$ cat src/rtl/r2r_wavegen_if.sv
// r2r_wavegen_if: control bus and DAC code/strobe outputs of the R2R waveform generator.
// Ports: ena, mode, data, load_divider, load_step (controller -> generator);
//        r2r_out, cnt_zero, wrap (generator -> ladder / observers). No handshake: level controls.
interface r2r_wavegen_if #(
    parameter int WIDTH = 8
);
    logic             ena;
    logic [1:0]       mode;
    logic [WIDTH-1:0] data;
    logic             load_divider;
    logic             load_step;
    logic [WIDTH-1:0] r2r_out;
    logic             cnt_zero;
    logic             wrap;

    modport master (
        output ena, mode, data, load_divider, load_step,
        input  r2r_out, cnt_zero, wrap
    );

    modport slave (
        input  ena, mode, data, load_divider, load_step,
        output r2r_out, cnt_zero, wrap
    );
endinterface

$ cat src/rtl/r2r_wavegen.sv
// r2r_wavegen: divided-rate DAC code source (ext bus, sawtooth, triangle, square) for an R2R ladder.
// Latency: generator code and strobes registered on the tick edge; ext data visible 1 cycle after its tick edge.
// Backpressure: none; ena=0 freezes divider/generator/outputs. Ports: clk, n_rst, bus (slave modport).
module r2r_wavegen #(
    parameter int WIDTH     = 8,
    parameter int DIV_WIDTH = 8,
    parameter int RESET_DIV = 0
) (
    input  logic           clk,
    input  logic           n_rst,
    r2r_wavegen_if.slave   bus
);
    typedef enum logic [1:0] {MODE_EXT = 2'b00, MODE_SAW = 2'b01, MODE_TRI = 2'b10, MODE_SQR = 2'b11} mode_t;
    typedef enum logic {DIR_UP = 1'b0, DIR_DOWN = 1'b1} dir_t;

    localparam logic [DIV_WIDTH-1:0] RST_DIV  = DIV_WIDTH'(RESET_DIV);
    localparam logic [WIDTH-1:0]     CODE_MAX = {WIDTH{1'b1}};

    logic [DIV_WIDTH-1:0] div_reg, div_nxt;
    logic [DIV_WIDTH-1:0] cnt, cnt_nxt;
    logic [WIDTH-1:0]     step_reg, step_nxt;
    logic [WIDTH-1:0]     phase, phase_nxt;
    logic [WIDTH-1:0]     out_q, out_nxt;
    logic                 cz_q, cz_nxt;
    logic                 wrap_q, wrap_nxt;
    dir_t                 dir, dir_nxt;
    mode_t                mode_q, mode_nxt;

    logic                 tick;
    logic [WIDTH:0]       sum;

    // A divider load suppresses the tick so the new period starts cleanly.
    assign tick = bus.ena && (cnt == '0) && !bus.load_divider;
    assign sum  = {1'b0, phase} + {1'b0, step_reg};

    always_comb begin
        div_nxt   = div_reg;
        cnt_nxt   = cnt;
        step_nxt  = step_reg;
        phase_nxt = phase;
        out_nxt   = out_q;
        dir_nxt   = dir;
        mode_nxt  = mode_q;
        cz_nxt    = 1'b0;
        wrap_nxt  = 1'b0;

        if (bus.load_divider) begin
            div_nxt = bus.data[DIV_WIDTH-1:0];
            cnt_nxt = bus.data[DIV_WIDTH-1:0];
        end else if (bus.ena) begin
            cnt_nxt = (cnt == '0) ? div_reg : cnt - DIV_WIDTH'(1);
        end

        if (bus.load_step) begin
            step_nxt = bus.data;
        end

        // A mode change restarts the waveform and swallows a coincident tick.
        if (mode_t'(bus.mode) != mode_q) begin
            mode_nxt  = mode_t'(bus.mode);
            phase_nxt = '0;
            dir_nxt   = DIR_UP;
            out_nxt   = '0;
        end else if (tick) begin
            cz_nxt = 1'b1;
            case (mode_q)
                MODE_EXT: begin
                    out_nxt = bus.data;
                end
                MODE_SAW: begin
                    phase_nxt = sum[WIDTH-1:0];
                    out_nxt   = sum[WIDTH-1:0];
                    wrap_nxt  = sum[WIDTH];
                end
                MODE_SQR: begin
                    phase_nxt = sum[WIDTH-1:0];
                    out_nxt   = {WIDTH{sum[WIDTH-1]}};
                    wrap_nxt  = sum[WIDTH];
                end
                default: begin
                    // Triangle clamps at both rails so a large step still hits 0 and MAX.
                    if (dir == DIR_UP) begin
                        if (sum >= {1'b0, CODE_MAX}) begin
                            phase_nxt = CODE_MAX;
                            dir_nxt   = DIR_DOWN;
                        end else begin
                            phase_nxt = sum[WIDTH-1:0];
                        end
                    end else begin
                        if (phase <= step_reg) begin
                            phase_nxt = '0;
                            dir_nxt   = DIR_UP;
                            wrap_nxt  = 1'b1;
                        end else begin
                            phase_nxt = phase - step_reg;
                        end
                    end
                    out_nxt = phase_nxt;
                end
            endcase
        end
    end

    always_ff @(posedge clk or negedge n_rst) begin
        if (!n_rst) begin
            div_reg  <= RST_DIV;
            cnt      <= RST_DIV;
            step_reg <= WIDTH'(1);
            phase    <= '0;
            out_q    <= '0;
            dir      <= DIR_UP;
            mode_q   <= MODE_EXT;
            cz_q     <= 1'b0;
            wrap_q   <= 1'b0;
        end else begin
            div_reg  <= div_nxt;
            cnt      <= cnt_nxt;
            step_reg <= step_nxt;
            phase    <= phase_nxt;
            out_q    <= out_nxt;
            dir      <= dir_nxt;
            mode_q   <= mode_nxt;
            cz_q     <= cz_nxt;
            wrap_q   <= wrap_nxt;
        end
    end

    assign bus.r2r_out  = out_q;
    assign bus.cnt_zero = cz_q;
    assign bus.wrap     = wrap_q;
endmodule
$ cat src/flat_wrapper.sv
// flat-port wrapper written by rule: the top's interface ports become plain ports
module r2r_wavegen_flat 
#(
    parameter int WIDTH     = 8,
    parameter int DIV_WIDTH = 8,
    parameter int RESET_DIV = 0
)
  (clk, n_rst, bus_ena, bus_mode, bus_data, bus_load_divider, bus_load_step, bus_r2r_out, bus_cnt_zero, bus_wrap);
  r2r_wavegen_if #(.WIDTH(WIDTH)) bus_i ();
  input  logic clk;
  input  logic n_rst;
  input wire logic [$bits(bus_i.ena)-1:0] bus_ena;
  input wire logic [$bits(bus_i.mode)-1:0] bus_mode;
  input wire logic [$bits(bus_i.data)-1:0] bus_data;
  input wire logic [$bits(bus_i.load_divider)-1:0] bus_load_divider;
  input wire logic [$bits(bus_i.load_step)-1:0] bus_load_step;
  output wire logic [$bits(bus_i.r2r_out)-1:0] bus_r2r_out;
  output wire logic [$bits(bus_i.cnt_zero)-1:0] bus_cnt_zero;
  output wire logic [$bits(bus_i.wrap)-1:0] bus_wrap;
  assign bus_i.ena = bus_ena;
  assign bus_i.mode = bus_mode;
  assign bus_i.data = bus_data;
  assign bus_i.load_divider = bus_load_divider;
  assign bus_i.load_step = bus_load_step;
  assign bus_r2r_out = bus_i.r2r_out;
  assign bus_cnt_zero = bus_i.cnt_zero;
  assign bus_wrap = bus_i.wrap;
  r2r_wavegen #(.WIDTH(WIDTH), .DIV_WIDTH(DIV_WIDTH), .RESET_DIV(RESET_DIV)) u_core (.clk(clk), .n_rst(n_rst), .bus(bus_i));
endmodule
$ cat config.mk
export PLATFORM = sky130hd
export DESIGN_NAME = r2r_wavegen_flat
export DESIGN_NICKNAME = d
export VERILOG_FILES = /design/src/rtl/r2r_wavegen_if.sv /design/src/rtl/r2r_wavegen.sv /design/src/flat_wrapper.sv
export SDC_FILE = /design/constraint.sdc
export NUM_CORES = 1
export LEC_CHECK = 0
export CORE_UTILIZATION = 51
export DETAILED_ROUTE_END_ITERATION = 10
export HOLD_SLACK_MARGIN = 0.12
export PLACE_DENSITY_LB_ADDON = 0.08
export SYNTH_ARGS = -nofsm -noshare
export SYNTH_HDL_FRONTEND = slang
export SYNTH_SLANG_ARGS = --single-unit
$ cat constraint.sdc
create_clock -name clk -period 2.6 [get_ports clk]
set_clock_uncertainty 0.05 [all_clocks]
set_input_delay 0.65 -clock clk [delete_from_list [all_inputs] [get_ports clk]]
set_output_delay 0.65 -clock clk [all_outputs]
set_load 0.01 [all_outputs]
* Word level (Yosys, flattened, before mapping)
Cells that the tools add are included.
** Cells by class
- Eq/ne operators :: 5
- Magnitude comparators :: 2
- Mux-type cells :: 25
- Reduce and logical (&&, ||, !) cells :: 11
- Add/subtract/negate cells :: 3
** Operator list (number)
- 8-bit two-way mux :: 10
- 8-bit one-hot mux with 3 select lines :: 1
- 8-bit one-hot mux with 2 select lines :: 1
- 1-bit two-way mux :: 12
- 8-bit by 8-bit adder with 9-bit output :: 1
- 9-bit by 8-bit greater-or-equal comparator with 1-bit output, second input constant :: 1
- 8-bit less-or-equal comparator :: 1
- 8-bit zero test :: 1
- 8-bit by 1-bit subtractor with 8-bit output, second input constant :: 1
- 8-bit subtractor :: 1
- 2-bit by 1-bit inequality test with 1-bit output, second input constant :: 2
- 2-bit AND reduction :: 2
- 2-bit nonzero test :: 2
- 3-bit OR reduction :: 1
- 2-bit by 1-bit == test with 1-bit output, second input constant :: 1
- 2-bit == test, second input constant :: 1
- 1-bit logical AND :: 2
- 2-bit zero test :: 1
- 2-bit inequality test :: 1
- 1-bit one-hot mux with 2 select lines :: 1
- 2-bit OR reduction :: 1
- 1-bit zero test :: 1
** Word-level totals
- Register bits after elaboration :: 45
- Bits of input ports :: 15
- Output and inout port bits :: 10

* Depth between registers and ports, before layout
Gate-level depths: netlist of run 1.
- Depth in word-level cells :: 7
- Gate-level depth with buffers :: 11
- Depth with buffers taken out :: 10

* Worst setup path after synthesis of run 1
Ideal clock, no wire load.
- Path type :: register to register
- Start point :: register u_core.step_reg[0]
- End point :: register u_core.phase[4]
- Required time :: 2.432 ns
- Setup slack :: 0.216 ns
- Stages on the path, launching flop included :: 11
- Path buffers :: 1
- Data arrival time :: 2.216 ns
- Period minus slack after synthesis :: 2.384 ns
- Cells stage by stage :: dfstp_2 -> ha_1 -> inv_1 -> fa_1 -> a211oi_1 -> o21bai_1 -> o21a_1 -> clkbuf_1 -> a21oi_1 -> a211oi_1 -> a21o_1
** On the way
- Longest elaborated chain between the ends :: 7
** RTL lines
- start: declaration :: line r2r_wavegen.sv:21 : logic [WIDTH-1:0] step_reg, step_nxt;
- start signal: assignment :: line r2r_wavegen.sv:118 : step_reg <= step_nxt;
- 8-bit by 8-bit adder with 9-bit output :: line r2r_wavegen.sv:34 : assign sum = {1'b0, phase} + {1'b0, step_reg};
- 9-bit by 8-bit greater-or-equal comparator with 1-bit output :: line r2r_wavegen.sv:83 : if (sum >= {1'b0, CODE_MAX}) begin
- 8-bit two-way mux :: line r2r_wavegen.sv:83
- 8-bit two-way mux :: line r2r_wavegen.sv:82 : if (dir == DIR_UP) begin
- 8-bit one-hot mux with 2 select lines * :: line r2r_wavegen.sv:66 : case (mode_q)
- 8-bit two-way mux * :: line r2r_wavegen.sv:64 : end else if (tick) begin
- 8-bit two-way mux * :: line r2r_wavegen.sv:59 : if (mode_t'(bus.mode) != mode_q) begin
- end signal: assignment :: line r2r_wavegen.sv:119 : phase <= phase_nxt;
- end: declaration :: line r2r_wavegen.sv:22 : logic [WIDTH-1:0] phase, phase_nxt;
Mark *: on every way between the ends. The rest lies on a longest branch, timed or not. The select of a mux whose other input is x is not followed.
A chain may end at the register's enable or synchronous reset.

* Final worst setup path of run 1
- Start point :: register u_core.step_reg[0]
- End point :: register u_core.out_q[4], in the netlist u_core.bus.r2r_out[4]
** On the way
- Longest elaborated chain between the ends :: 7
** RTL lines
- 8-bit by 8-bit adder with 9-bit output :: line r2r_wavegen.sv:34
- 9-bit by 8-bit greater-or-equal comparator with 1-bit output :: line r2r_wavegen.sv:83
- 8-bit two-way mux :: line r2r_wavegen.sv:83
- 8-bit two-way mux :: line r2r_wavegen.sv:82
- 8-bit one-hot mux with 3 select lines * :: line r2r_wavegen.sv:66
- 8-bit two-way mux * :: line r2r_wavegen.sv:64
- 8-bit two-way mux * :: line r2r_wavegen.sv:59
- end signal: assignment :: line r2r_wavegen.sv:120 : out_q <= out_nxt;
- end: declaration :: line r2r_wavegen.sv:23 : logic [WIDTH-1:0] out_q, out_nxt;
Marked as above.

==> results.py, run 1 <==
metrics = {
    "drt": {
        "drt_iter0_drc": 279,
        "viasPerCell": 6.07,
        "num_vias": 3053,
        "drc": 0,
        "dr.pass1.iters": 4,
        "wl_per_cell_um": 18.0,
        "finalWirelength_mm": 9.08,
        "ant_nets": 0,
    },
    "power": {
        "p_leak_nw": 1.75,
        "irDropWorstVdd_uv": 375,
        "total_power_w": 0.00162,
        "p_per_area_mw_per_mm2": 420,
    },
    "logic_synthesis": {
        "synthMuxAreaShare_pct": 1.74,
        "syn_area_mm2": 0.00316,
        "synthDistinctLibCells": 58,
        "yosysSeqAreaShare_pct": 35.7,
        "synth_compound_area_share_pct": 28.4,
        "synth_xor_area_share_pct": 2.77,
        "ys_ff_latch": 45,
        "yosys_warnings": 0,
        "async_reset_ff_share_pct": 100,
        "synthAdderAreaFrac_pct": 8.39,
        "synth_top_family_by_area": "compound AO/OA/AOI/OAI gates",
        "synth_edf_count": 0,
        "synth_simple_gate_area_share_pct": 16.9,
        "synth_cells": 378,
        "yosys-top-cells-area": "dfrtp_1 35%, ha_1 7.1%, o21ai_0 5.9%",
        "avgSynthCellArea_um2": 8.36,
        "synth_top_area_share_pct": 34.8,
        "ys.flop_type": "dfrtp_1",
        "synth_nets": 413,
        "synth_area_leader_cell": "dfrtp_1",
    },
    "clock_network": {
        "cts_tree": "built",
        "cts.sinks": 45,
        "cts_max_level": 2,
        "cts_buffer_depth": 2,
        "clk_pin_slew_ns": 0.09,
        "hold_buffers": 0,
        "cts_root_buf": "clkbuf_8",
        "insertion_delay_ns": 0.30,
        "numCtsBuffers": 5,
    },
    "placed_design": {
        "placed_cell_area_mm2": 0.00370,
        "gp_congestion": 0.948,
        "numPortBuffers": 24,
        "hpwl_mm": 6.91,
    },
    "floorplanning": {
        "pin_count": 25,
        "dieArea_mm2": 0.00652,
        "die_x_um": 80.7,
        "initial_core_util_pct": 53.1,
        "row_count": 28,
        "die_h_um": 80.7,
        "core_mm2": 0.00596,
    },
    "setup_path": {
        "critical_path_class": "reg2reg",
        "critPathMaxFanout": 5,
        "cp_data_required_time_ns": 2.73,
        "start_kind": "register",
        "worstSetupEndpointType": "register",
        "arrival_ns": 2.62,
    },
    "sta": {
        "fin_tns_setup_ns": 0,
        "hold_viol": 0,
        "tightest_slew_ns": 0.569,
        "slew_headroom_pct": 62.1,
        "finalCritPeriodShare_pct": 95.7,
        "setup_viol": 0,
        "max_freq_mhz": 402,
        "drv_slew": 0,
        "finalCriticalPeriod_ns": 2.49,
    },
    "global_route": {
        "grt_usage_pct": 29.8,
        "grt-ovfl-total": 0,
        "grt_start_max_net_pins": 24,
        "antenna_found_initial": 0,
        "grt_pass1_wl_mm": 14.5,
        "grt_pass1_vias": 2892,
    },
    "run": {
        "drv_cap": 0,
    },
    "hold_path": {
        "min_path_type": "in2async",
    },
    "layout": {
        "num_antenna_cells": 0,
        "final_cell_area_mm2": 0.00385,
        "syn_to_final_growth_pct": 21.7,
        "nets": 462,
        "drive_gt1_share_pct": 15.7,
    },
    "outcome": {
        "status": "complete, no violations",
    },
}
## worst paths after layout
path / to / from / cells after the start / slack [ns]
max: u_core.bus.r2r_out[4] / u_core.step_reg[0] / 9 / 0.11
min: u_core.step_reg[4] / n_rst / 1 / 0.28
max reg2reg: u_core.bus.r2r_out[4] / u_core.step_reg[0] / 9 / 0.11
min reg2reg: u_core.bus.r2r_out[1] / u_core.bus.r2r_out[1] / 2 / 0.44
max in group asynchronous: u_core.phase[1] / n_rst / 2 / 1.69
min in group clk: u_core.bus.r2r_out[1] / u_core.bus.r2r_out[1] / 2 / 0.44
## metrics by stage
stage | worst slack (ns) | utilization, % | hold slack (ns) | instances
floorplan | 0.216 | - | 0.304 | 378
global placement | -0.0181 | 62.1 | 0.419 | 493
detailed placement | -0.0447 | 62.1 | 0.423 | 493
CTS | 0.0141 | 63.8 | 0.300 | 502
global route | -0.00813 | 64.6 | 0.327 | 503
finish | 0.111 | 64.6 | 0.280 | 503
## logic make-up after synthesis
kind of cell / after synthesis
compound gates: 138
simple gates: 110
buf+inv: 50
flops: 45
fa+ha+maj: 20
xor+xnor: 10
mux: 5
## cell type report
cell class,instances,area [µm²]
flip-flops and latches,45,1130
inverters,29,114
well taps,75,93.8
clock buffers,5,68.8
fillers,534,2110
repair buffers,62,533
multi-input cells,284,1890
clock inverters,3,21.3
## where the power goes
group | switching, W | total [W] | leakage, nW | internal [W]
clock network | 0.000264 | 0.000456 | 0.0445 | 0.000191
registers | 0.0000343 | 0.000773 | 0.578 | 0.000739
logic | 0.000227 | 0.000389 | 1.12 | 0.000162
total | 0.000526 | 0.00162 | 1.75 | 0.00109
## synth_stat cells, drive strengths merged, types with 2 or more instances
cell	number
nor4	2
fa	2
o21bai	3
o22ai	6
clkinv	2
buf	3
inv	27
clkbuf	18
a211o	4
nor3	3
o21a	5
nand2	44
nand3b	2
o22a	4
nor2b	5
a31oi	7
nand2b	5
dfrtp	44
xnor2	9
nand4	3
nor2	29
a22o	2
o31ai	7
mux2	4
a211oi	6
or3	4
a21o	6
a32oi	3
nand3	5
o211ai	6
a41oi	3
and2	4
o311ai	2
a22oi	2
ha	18
a21oi	23
o21ai	40
## repair_timing
item / in CTS / in global routing
cloned: 0 / 1
setup endpoints to repair: 7 / 12
pin swaps: 1 / 1
setup buffers: 1 / 0
resized for setup: 1 / 10
## placed cells by master, fill, tap and decap left out, types with 3 or more instances in the layout
| cell type | n |
|---|---|
| a21oi_1 | 22 |
| a211oi_1 | 4 |
| nor3_1 | 3 |
| o211ai_1 | 6 |
| and2_1 | 3 |
| buf_4 | 37 |
| dfrtp_1 | 44 |
| o31ai_1 | 7 |
| xnor2_1 | 9 |
| a32oi_1 | 3 |
| nand3_1 | 4 |
| o21a_1 | 5 |
| a31oi_1 | 6 |
| clkdlybuf4s50_1 | 23 |
| o21ai_1 | 4 |
| o22ai_1 | 6 |
| or3_1 | 4 |
| nor2_1 | 29 |
| a211o_1 | 4 |
| o21ai_0 | 36 |
| mux2_2 | 4 |
| nor2b_1 | 5 |
| nand2b_1 | 5 |
| ha_1 | 18 |
| clkbuf_8 | 5 |
| o22a_1 | 4 |
| nand4_1 | 3 |
| inv_1 | 27 |
| nand2_1 | 44 |
| a21o_1 | 6 |
## metal layers
metal  global-route usage, %  share of wire [%]
met3                    5.73                6.4
met2                    49.8                 49
met4                    10.4                2.9
met1                    38.3                 42
met5                       0                  0
## critical path, stage by stage (launching register included)
cell	delay, ns
dfstp_2	0.56
ha_1	0.17
inv_1	0.06
fa_2	0.37
a211oi_2	0.23
o21bai_2	0.14
o21a_2	0.27
and3_1	0.18
o32ai_1	0.22
o21ai_0	0.11
Note: power is estimated with default switching activity, not from simulation.
==> inputs of run 2 (changes only) <==
--- a/config.mk
+++ b/config.mk
@@ -5,6 +5,7 @@
 export SDC_FILE = /design/constraint.sdc
 export NUM_CORES = 1
 export LEC_CHECK = 0
+export ABC_CLOCK_PERIOD_IN_PS = 2600
 export CORE_UTILIZATION = 51
 export DETAILED_ROUTE_END_ITERATION = 10
 export HOLD_SLACK_MARGIN = 0.12
==> results of run 2 <==
No change in the layout: final DEF, timing and power equal those of run 1.
==> variant 1: new RTL, config.mk and constraints of run 1 <==
`WIDTH` is set to 8 in 3 places; all go to 12.
--- a/src/rtl/r2r_wavegen_if.sv
+++ b/src/rtl/r2r_wavegen_if.sv
@@ -2,7 +2,7 @@
 // Ports: ena, mode, data, load_divider, load_step (controller -> generator);
 //        r2r_out, cnt_zero, wrap (generator -> ladder / observers). No handshake: level controls.
 interface r2r_wavegen_if #(
-    parameter int WIDTH = 8
+    parameter int WIDTH = 12
 );
     logic             ena;
     logic [1:0]       mode;
--- a/src/rtl/r2r_wavegen.sv
+++ b/src/rtl/r2r_wavegen.sv
@@ -2,7 +2,7 @@
 // Latency: generator code and strobes registered on the tick edge; ext data visible 1 cycle after its tick edge.
 // Backpressure: none; ena=0 freezes divider/generator/outputs. Ports: clk, n_rst, bus (slave modport).
 module r2r_wavegen #(
-    parameter int WIDTH     = 8,
+    parameter int WIDTH     = 12,
     parameter int DIV_WIDTH = 8,
     parameter int RESET_DIV = 0
 ) (
--- a/src/flat_wrapper.sv
+++ b/src/flat_wrapper.sv
@@ -1,7 +1,7 @@
 // flat-port wrapper written by rule: the top's interface ports become plain ports
 module r2r_wavegen_flat 
 #(
-    parameter int WIDTH     = 8,
+    parameter int WIDTH     = 12,
     parameter int DIV_WIDTH = 8,
     parameter int RESET_DIV = 0
 )
Ports: changed (resized bus_data and bus_r2r_out); port bits go from 25 to 33. No check against the original RTL was run, so the function may have changed too.
==> variant 1 against run 1 <==
- cell count up 61%
- via count up 71%
- final area up 71%
- sequential cell count up 12
- area after synthesis up 38%
- worst setup slack worse by 750 ps
- the flow now finishes with violations (negative setup slack)
- total power up 61%
- count of clock-buffer cells in the layout up 5
- critical endpoint is now u_core.bus.r2r_out[2]
- critical path type unchanged
- routed wire length up 88%
- global-route usage up 6.2 points
- utilization up 15 points
==> variant 1: results (changes against run 1) <==
| Metric | Value |
|---|---|
| Status | complete, but fails checks |
| Violated checks | negative setup slack |
| Sequential-to-total area share from yosys stat | 32.7% (-3.0 points) |
| Wl on met1 | 6380 um (+67%) |
| Placed Instances | 773 (+57%) |
| M2 GR Usage | 59.7% (+9.8 points) |
| Flop pwr share | 37.3% (-10 points) |
| Min setup slack post-route | -643 ps (-754 ps) |
| Hold/Removal Path Class | primary input to asynchronous set/reset pin |
| Largest net degree at the start of global routing | 43 (+79%) |
| Global-route track usage on met3 | 5.96% (+0.23 points) |
| Distinct cells, synth | 76 (+31%) |
| Placed Area | 5720 sq um (+55%) |
| Router iterations before antenna repair | 7 (+3) |
| Comb pwr share | 27.6% (+3.5 points) |
| Synth Instances | 538 (+42%) |
| GR Util All Layers | 36.0% (+6.2 points) |
| Setup TNS | -11000 ps (-11000 ps) |
| P_leak | 0.00303 uW (+73%) |
| Post-synthesis mux area share | 0.974% (-0.77 points) |
| NumNets Final | 748 (+62%) |
| Final Wtd Congestion | 0.927 (-2.2%) |
| Via Count | 5216 (+71%) |
| Met3 WL post-DR | 1470 um (+150%) |
| Switching pwr | 867 uW (+65%) |
| Max IR drop VDD | 0.000275 V (-27%) |
| H-tree lvl count | 3 (+1) |
| GR Layer Usage met1 | 43.0% (+4.7 points) |
| Clock Latency Late Sink | 360 ps (+60 ps) |
| Filler cell count | 529 (-0.94%) |
| Worst hold slack | 193 ps (-86.1 ps) |
| CTS buffer count | 9 (+4) |
| First-pass GRT wire length | 24100 um (+66%) |
| Syn nets | 585 (+42%) |
| Slowest-stage cell, CP | dfrtp_1 |
| CP Max Fanout | 6 (+1) |
| Post-place setup slack | -382 ps (-337 ps) |
| Worst Path Arrival | 3470 ps (+850 ps) |
| Routed len/inst | 21.1 um (+17%) |
| Synth Area in Compound Gates | 29.6% (+1.2 points) |
| YS warnings | 0 (unchanged) |
| PortBufs | 32 (+33%) |
| Post-DP HPWL | 11000 um (+59%) |
| DR vias/cell | 6.43 (+6.0%) |
| Reg-to-reg startpoint | u_core.phase[7] |
| Post-synth top cells | nand2_1 (69), o21ai_0 (61), dfrtp_1 (56) |
| Internal Power | 1730 uW (+58%) |
| Met2 routed WL | 8040 um (+81%) |
| Number of global-route vias before repair | 4973 (+72%) |
| Synth top area cells | dfrtp_1 (32%), ha_1 (7.4%), o21ai_0 (7.0%) |
| Adder-Cell Fraction of Synth Area | 8.36% (-0.027 points) |
| CP delay by family, top | simple AND/OR/NAND/NOR gates |
| Clock slew at reported path FFs | 80 ps |
| Setup violators final | 26 (+26) |
| Synth Area in XOR/XNOR | 3.18% (+0.41 points) |
| Layout cells sized above 1 | 36.4% (+21 points) |
| Crit-path max cell delay | 440 ps (-120 ps) |
| First DRT Iteration DRCs | 543 (+95%) |
## variant 1: cell types whose count changed after synthesis, moves of 11 or more
cell,run 1,this run
a21oi_1,23,41
dfrtp_1,44,56
nand2_1,44,69
nor3_1,3,14
o21ai_0,37,61
## variant 1: area by class of cell
cell class	count	area [sq um]	area share, %
clock inverters	6	67.6	1.03
clock buffers	10	138	2.10
well taps	105	131	2.00
flip-flops and latches	57	1430	21.8
multi-input cells	413	3130	47.7
inverters	36	135	2.06
repair buffers	184	1540	23.4
## variant 1: worst paths after layout
check                                         to  cells after the start
max                        u_core.bus.r2r_out[2]                     11
max in group asynchronous     u_core.step_reg[0]                      2
min reg2reg                u_core.bus.r2r_out[6]                      2
min                           u_core.step_reg[5]                      1
max reg2reg                u_core.bus.r2r_out[2]                     11
min in group clk           u_core.bus.r2r_out[6]                      2
## variant 1: repair_timing
item	4_1_cts	5_1_grt
pin swaps	30	29
resized for setup	72	39
gates cloned	0	0
endpoints found under the setup margin	26	26
setup buffers	10	13
==> variant 2: new RTL, flow settings as in run 1 <==
Without the edit above. Make the reset (`n_rst`) synchronous in one clocked block.
--- a/src/rtl/r2r_wavegen.sv
+++ b/src/rtl/r2r_wavegen.sv
@@ -101,7 +101,7 @@
         end
     end
 
-    always_ff @(posedge clk or negedge n_rst) begin
+    always_ff @(posedge clk) begin
         if (!n_rst) begin
             div_reg  <= RST_DIV;
             cnt      <= RST_DIV;
Formal check against the unedited RTL: differs if n_rst is asserted again (counterexample within 4 cycles, from zero or initial values and one cycle with n_rst low); with n_rst held inactive, the same outputs for 4 cycles.
==> variant 2 against run 1 <==
- the run now ends with negative setup slack left
- worst setup slack lost 120 ps
- final area increased by 2.1%
- routed wire length grew 5.9%
- non-clock buffer count decreased by 4
- total power decreased by 2.5%
- sequential cell count unchanged
- worst hold slack improved by 120 ps
- die area grew 2.6%
- cell count rose by 5.2%
- area after synthesis rose by 2.7%
- largest power group unchanged
==> variant 2: results (changes against run 1) <==
| Metric | Value |
|---|---|
| Slowest-stage cell, CP | dfxtp_1 |
| DR vias/cell | 6.17 (+1.7%) |
| Worst-Margin Slew | 616 ps (+46.6 ps) |
| Wl on met1 | 4190 um (+9.9%) |
| Status | complete, but fails checks |
| Violated checks | negative setup slack |
| Max IR drop VDD | 0.000311 V (-17%) |
| Setup Fix Bufs, Post-CTS | 0 (-1) |
| Sw Share | 31.3% (-1.1 points) |
| Router iterations before antenna repair | 5 (+1) |
| Comb pwr share | 25.0% (+0.9 points) |
| Final Wtd Congestion | 0.910 (-4.0%) |
| Met3 WL post-DR | 548 um (-5.0%) |
| Setup violators final | 1 (+1) |
| Min setup slack post-route | -5.27 ps (-116 ps) |
| Largest net degree at the start of global routing | 26 (+8.3%) |
| GR Util All Layers | 29.5% (-0.27 points) |
| Syn nets | 448 (+8.5%) |
| Flop pwr share | 47.5% (-0.3 points) |
| Worst hold slack | 400 ps (+120 ps) |
| P_leak | 0.00158 uW (-9.3%) |
| Adder-Cell Fraction of Synth Area | 8.17% (-0.22 points) |
| Synth async-reset ratio | 0% (-100 points) |
| Setup TNS | -5.27 ps (-5.27 ps) |
| GR Layer Usage met1 | 38.5% (+0.16 points) |
| Synth Flop Type | dfxtp_1 |
-- variant 2: changes by cell type after synthesis, sizes merged, moves of 7 or more --
| cell | before | now |
|---|---|---|
| nor3 | 3 | 10 |
| dfrtp | 44 | 0 |
| dfxtp | 0 | 45 |
| o21ai | 40 | 23 |
| nand2b | 5 | 14 |
| nand2 | 44 | 31 |
| a21boi | 0 | 12 |
| mux2i | 1 | 15 |
-- variant 2: cell type report --
class	count	area (sq um)	share of cell area (%)
repair buffers	58	495	12.6
clock buffers	7	76.3	1.94
multi-input cells	315	2240	57.0
inverters	28	105	2.67
clock inverters	1	7.51	0.191
flip-flops and latches	45	911	23.2
well taps	75	93.8	2.39
-- variant 2: metrics by stage --
stage          cell area [sq um]  std cells
5_1_grt                     3930        529
3_5_place_dp                3720        520
2_1_floorplan               3250        413
6_report                    3930        529
4_1_cts                     3810        528
3_3_place_gp                3720        520
